### config.mk
export PLATFORM = sky130hd
export DESIGN_NAME = alu_writeback_stage
export DESIGN_NICKNAME = d
export VERILOG_FILES = /design/src/rtl/alu_writeback_stage.sv
export SDC_FILE = /design/constraint.sdc
export NUM_CORES = 1
export LEC_CHECK = 0
export CORE_ASPECT_RATIO = 0.9
export CORE_MARGIN = 2
export CORE_UTILIZATION = 36
export CTS_CLUSTER_SIZE = 25
export DETAILED_ROUTE_END_ITERATION = 8
export PLACE_DENSITY = 0.68
export SLEW_MARGIN = 20
export SYNTH_ARGS = -nofsm -noshare
export SYNTH_HDL_FRONTEND = slang
export SYNTH_SLANG_ARGS = --single-unit
### constraint.sdc
create_clock -name clk -period 1.9 [get_ports clk]
set_input_delay 0.285 -clock clk [delete_from_list [all_inputs] [get_ports clk]]
set_output_delay 0.285 -clock clk [all_outputs]
set_load 0.05 [all_outputs]
### src/rtl/alu_writeback_stage.sv
// alu_writeback_stage: captures ALU results, maintains CPSR/sticky V, buffers writes to the register file.
// Latency: 1 cycle from accept to out_valid; CPSR/sticky_v change on the accepting edge.
// Backpressure: in_ready drops only when the FIFO is full and the head is not popping; compares always accepted.
//
// Ports:
//   clk, rst                  clock, asynchronous active-high reset
//   in_valid/in_ready         ALU result handshake (opcode, rd, r, N/Z/V/C, set_flags)
//   out_valid/out_ready       register-file write handshake (out_rd, out_data)
//   cpsr                      architectural flags {N,Z,C,V}
//   sticky_v, clr_sticky      sticky overflow and its synchronous clear
//   count                     result FIFO occupancy

// wb_fifo: generic circular buffer with registered storage and a combinational head read.
// Latency: a pushed word is visible at o_dat one cycle later (if the FIFO was empty).
// Backpressure: none internally; the caller must not push when full unless popping in the same cycle.
module wb_fifo #(
   parameter int W     = 20,
   parameter int DEPTH = 2
) (
   input  logic                   clk,
   input  logic                   rst,
   input  logic                   i_push,
   input  logic                   i_pop,
   input  logic [W-1:0]           i_dat,
   output logic [W-1:0]           o_dat,
   output logic [$clog2(DEPTH):0] o_count
);
   localparam int AW = $clog2(DEPTH);

   logic [W-1:0]  r_mem [DEPTH];
   logic [AW-1:0] r_wptr;
   logic [AW-1:0] r_rptr;
   logic [AW:0]   r_count;

   // Pointers are exactly AW bits wide, so DEPTH being a power of two
   // makes the natural overflow the modulo-DEPTH wrap.
   always_ff @(posedge clk or posedge rst) begin
      if (rst) begin
         for (int i = 0; i < DEPTH; i++) begin
            r_mem[i] <= '0;
         end
         r_wptr  <= '0;
         r_rptr  <= '0;
         r_count <= '0;
      end else begin
         if (i_push) begin
            r_mem[r_wptr] <= i_dat;
            r_wptr        <= r_wptr + 1'b1;
         end
         if (i_pop) begin
            r_rptr <= r_rptr + 1'b1;
         end
         case ({i_push, i_pop})
            2'b10:   r_count <= r_count + 1'b1;
            2'b01:   r_count <= r_count - 1'b1;
            default: r_count <= r_count;
         endcase
      end
   end

   assign o_dat   = r_mem[r_rptr];
   assign o_count = r_count;
endmodule

module alu_writeback_stage #(
   parameter int WIDTH = 16,
   parameter int DEPTH = 2,
   parameter int RD_W  = 4
) (
   input  logic                   clk,
   input  logic                   rst,
   input  logic                   in_valid,
   output logic                   in_ready,
   input  logic [4:0]             in_opcode,
   input  logic [RD_W-1:0]        in_rd,
   input  logic [WIDTH-1:0]       in_r,
   input  logic                   in_negative,
   input  logic                   in_zero,
   input  logic                   in_overflow,
   input  logic                   in_cout,
   input  logic                   in_set_flags,
   output logic                   out_valid,
   input  logic                   out_ready,
   output logic [RD_W-1:0]        out_rd,
   output logic [WIDTH-1:0]       out_data,
   output logic [3:0]             cpsr,
   output logic                   sticky_v,
   input  logic                   clr_sticky,
   output logic [$clog2(DEPTH):0] count
);
   localparam int CW = $clog2(DEPTH) + 1;
   localparam logic [CW-1:0] DEPTH_C = CW'(DEPTH);
   localparam logic [4:0] OP_CMP = 5'b00101;

   typedef struct packed {
      logic [RD_W-1:0]  rd;
      logic [WIDTH-1:0] dat;
   } wb_ent_t;

   logic          w_is_cmp;
   logic          w_accept;
   logic          w_push;
   logic          w_pop;
   logic          w_out_vld;
   logic [CW-1:0] w_count;
   logic [3:0]    w_flags;
   logic [3:0]    w_class_mask;
   logic [3:0]    w_upd_mask;
   wb_ent_t       w_wr_ent;
   wb_ent_t       w_head;

   logic [3:0]    r_cpsr;
   logic          r_sticky;

   assign w_is_cmp  = (in_opcode == OP_CMP);
   assign w_out_vld = (w_count != '0);
   assign w_pop     = w_out_vld & out_ready;

   // Ready never depends on in_valid; a popping head frees a slot this cycle.
   assign in_ready  = w_is_cmp | (w_count < DEPTH_C) | w_pop;
   assign w_accept  = in_valid & in_ready;
   assign w_push    = w_accept & ~w_is_cmp;

   assign w_wr_ent  = '{rd: in_rd, dat: in_r};

   wb_fifo #(
      .W     ($bits(wb_ent_t)),
      .DEPTH (DEPTH)
   ) u_fifo (
      .clk     (clk),
      .rst     (rst),
      .i_push  (w_push),
      .i_pop   (w_pop),
      .i_dat   (w_wr_ent),
      .o_dat   (w_head),
      .o_count (w_count)
   );

   // Flag vector in CPSR bit order {N,Z,C,V}.
   assign w_flags = {in_negative, in_zero, in_cout, in_overflow};

   // Which CPSR bits the presented opcode is allowed to load.
   always_comb begin
      w_class_mask = 4'b0000;
      if (w_is_cmp) begin
         w_class_mask = 4'b1111;
      end else if (in_set_flags) begin
         case (in_opcode) inside
            5'b00000, [5'b00110:5'b01100]:               w_class_mask = 4'b1100;
            [5'b11000:5'b11100]:                         w_class_mask = 4'b1110;
            [5'b00001:5'b00100], [5'b01111:5'b10011]:    w_class_mask = 4'b1111;
            default:                                     w_class_mask = 4'b0000;
         endcase
      end
   end

   assign w_upd_mask = w_accept ? w_class_mask : 4'b0000;

   always_ff @(posedge clk or posedge rst) begin
      if (rst) begin
         r_cpsr   <= 4'b0000;
         r_sticky <= 1'b0;
      end else begin
         r_cpsr <= (r_cpsr & ~w_upd_mask) | (w_flags & w_upd_mask);
         // A V=1 load outranks a same-cycle clear.
         if (w_upd_mask[0] & in_overflow) begin
            r_sticky <= 1'b1;
         end else if (clr_sticky) begin
            r_sticky <= 1'b0;
         end
      end
   end

   assign out_valid = w_out_vld;
   assign out_rd    = w_head.rd;
   assign out_data  = w_head.dat;
   assign cpsr      = r_cpsr;
   assign sticky_v  = r_sticky;
   assign count     = w_count;
endmodule

==> flow_summary_export.csv <==
group,metric,value,unit
cts,clk_pin_slew,0.08,ns
critical_path,r2r_slack,0.34,ns
timing,fin_crit_sh,97.6,%
timing,finClkSkew,0.00163,ns
power_and_ir_drop,switching_share,44.0,%
power_and_ir_drop,p_int,3.50,mW
critical_path,rr_startpoint,"u_fifo.o_count[1]",
cts,root_buffer,"clkbuf_8",
floorplan,rows,28,
floorplan,core_area,6550,µm²
global_routing,antenna_found_initial,0,
power_and_ir_drop,clkPwrFrac,10.5,%
timing,period_minus_slack,1.86,ns
cells_and_area,nFillCells,581,
critical_path,path_delay_family,"buffers and inverters",
power_and_ir_drop,comb_power_share,60.3,%
power_and_ir_drop,vdd_drop_max,1.05,mV
timing,holdWs,0.334,ns
placed_design,place_ws,-0.143,ns
global_routing,grt_max_degree,50,
logic_synthesis,syn-cell-area,2430,µm²
cts,cts_buffer_depth,2,
placed_design,dp_cells,344,
logic_synthesis,post_synth.cell_area_avg,13.9,µm²
placed_design,post-dp-hpwl,3540,µm
cts,cts_tree,"yes",
logic_synthesis,synth_cell_types,35,
logic_synthesis,syn-num-nets,211,
status,status,"completed",
cells_and_area,layout_commonest_cell,"dfrtp_1",
cells_and_area,multi_input_area,1140,µm²
logic_synthesis,synthFlopType,"dfrtp_1",
timing,setup_viol,0,
critical_path,crit_path_top_delay_cell,"clkdlybuf4s50_1",
logic_synthesis,synthArstFlopShare,100,%
logic_synthesis,yosysWarnings,0,
critical_path,required,1.62,ns
critical_path,cp.buffers_inverters,3,
logic_synthesis,ys_seq_area_share,50.5,%
floorplan,boundaryPins,64,
drt,vias_per_cell,4.65,
critical_path,critical_path_depth,6,
cts,clkSinkCount,49,
power_and_ir_drop,p_sw,2.74,mW
cells_and_area,final-seq-area,1230,µm²
cells_and_area,final_nets,299,
floorplan,die_y,81.9,µm
cts,numCtsBuffers,5,
min_path,hold_class,"in2async",
critical_path,path_cells,"clkdlybuf4s50_1 > nor3b_4 > nand2_2 > buf_4 > nand2b_1 > buf_12",
timing,fmax,539,MHz
power_and_ir_drop,leakage,1.54,nW
timing,setup_slack,0.0447,ns
cells_and_area,drive_gt1_share,39.4,%
cts,h-tree-depth,2,
global_routing,grt_pass1_wl,8260,µm
critical_path,path_max_fanout,6,
timing,rsz0062_at_grt,"no",
timing,finalHoldViolations,0,
global_routing,grt_remaining_overflow,0,
floorplan,die_w,90.6,µm
drt,avgRoutedWirePerCell,13.8,µm
placed_design,gp_congestion,0.870,
placed_design,dpl_cell_area,3270,µm²
cells_and_area,stdcell_count,354,
timing,relSlewSlack,66.2,%
floorplan,die_area,7420,µm²
critical_path,crit_path_end,"in_ready",
logic_synthesis,synth-edff-count,0,
cells_and_area,syn_to_final_growth,40.3,%
drt,ant_nets,0,
critical_path,end_kind,"primary output",
cells_and_area,design_area,3410,µm²
global_routing,grt_pass1_vias,1704,
cells_and_area,fin_util,52.0,%
placed_design,io_buffers,63,
critical_path,critical_path_class,"in2out",
critical_path,startpoint,"in_opcode[3]",
timing,fin_setup_tns,0,ns
cells_and_area,diodes,0,
timing,final_max_slew_viol_count,0,
drt,drc,0,
logic_synthesis,yosys_register_bits,49,
logic_synthesis,synthCells,175,
critical_path,cp.arrival,1.57,ns
critical_path,reg2reg_depth,5,
cts,clk_latency,0.29,ns
critical_path,r2r-end,"u_fifo.o_count[1]",
timing,tightestPinTransition,0.505,ns
global_routing,grtUsageTotal,14.0,%
drt,drt_iter0_markers,51,
critical_path,startpoint_type,"primary input",
flow_run,maxCapViolCount,0,
critical_path,slowest_delay,0.48,ns
drt,totalWireLength,4890,µm
power_and_ir_drop,p_seq_share,29.2,%
power_and_ir_drop,p_per_area,1830,nW/µm²
cells_and_area,final_cell_mix,"49 x dfrtp_1, 43 x buf_4, 38 x clkdlybuf4s50_1, 21 x mux2_1",
power_and_ir_drop,power,6.24,mW
drt,vias,1646,
floorplan,initial_core_util,37.1,%
drt,dr.pass1.iters,4,
## per-layer routing
metal / share of wire (%) / vias up / GRT usage (%)
met5: 0 / - / 0
met4: 0.82 / 0 / 4.00
met3: 4.6 / 4 / 3.58
met2: 47 / 39 / 22.1
met1: 48 / 802 / 19.3
li1: - / 801 / -
## sequential cells by signal (all words and copies together) (netlist names), named ones only
name,cells
u_fifo.r_rptr,1
u_fifo.r_wptr,1
sticky_v,1
u_fifo.r_mem,40
u_fifo.o_count,2
## synth_stat cells, drive strengths merged, types with 3 or more instances
library cell  number  area, µm²
nor2               4       15.0
dfrtp             49       1230
nand2              9       33.8
a211o              3       26.3
buf                5       48.8
or2                3       18.8
mux2              61        762
o21ai              3       15.0
xnor2              3       26.3
inv                5       18.8
## logic make-up after synthesis
logic type | after synthesis | synth area share (%)
DFF | 49 | 50.5
buffers and inverters | 12 | 3.09
xor gates and xnor gates | 5 | 1.80
AOI/OAI and AO/OA | 18 | 5.98
muxes | 61 | 31.4
adders and majority gates | 1 | 0.515
and+or+nand+nor | 29 | 6.70
## worst min-delay path by stage
stage	depth (start not counted)	to	slack (ns)	start
floorplan	1	u_fifo.r_mem[0]	0.42	in_r[0]
global placement	1	u_fifo.r_mem[19]	0.47	u_fifo.r_mem[19]
detailed placement	1	flip-flop	0.48	flip-flop
CTS	3	u_fifo.r_mem[8]	0.34	rst
global route	3	u_fifo.r_mem[8]	0.36	rst
finish	3	u_fifo.r_mem[8]	0.33	rst
## what timing repair did
action,4_1_cts,5_1_grt
hold buffers,0,0
setup endpoints to repair,2,2
gates resized for setup,2,4
buffers inserted,0,2
gates cloned,0,0
pin swaps,0,1
## final cells by class
type	count	share of cell area [%]
Tap cell	90	3.31
Clock inverter	1	0.147
Timing Repair Buffer	88	23.8
Clock buffer	7	2.83
Inverter	5	0.551
Sequential cell	49	36.0
Multi-Input combinational cell	114	33.4
## worst register-to-register path, delay by kind of cell, from the launching register on
| kind | cells | cell delay, ns |
|---|---|---|
| AND/OR/NAND/NOR | 3 | 0.59 |
| XOR/XNOR | 1 | 0.16 |
| flip-flops | 1 | 0.42 |
| adder cells (fa/ha/maj) | 1 | 0.32 |
## power groups by stage
stage	Sequential [mW]	Clock, mW	Combinational [mW]
final	1.82	0.654	3.76
after global routing	1.91	0.732	3.97
after CTS	1.83	0.688	3.81
after detailed placement	1.84	0	3.81
after global placement	1.83	0	3.78
after floorplan	1.94	0	2.64
Power figures use the tool's default switching activity.
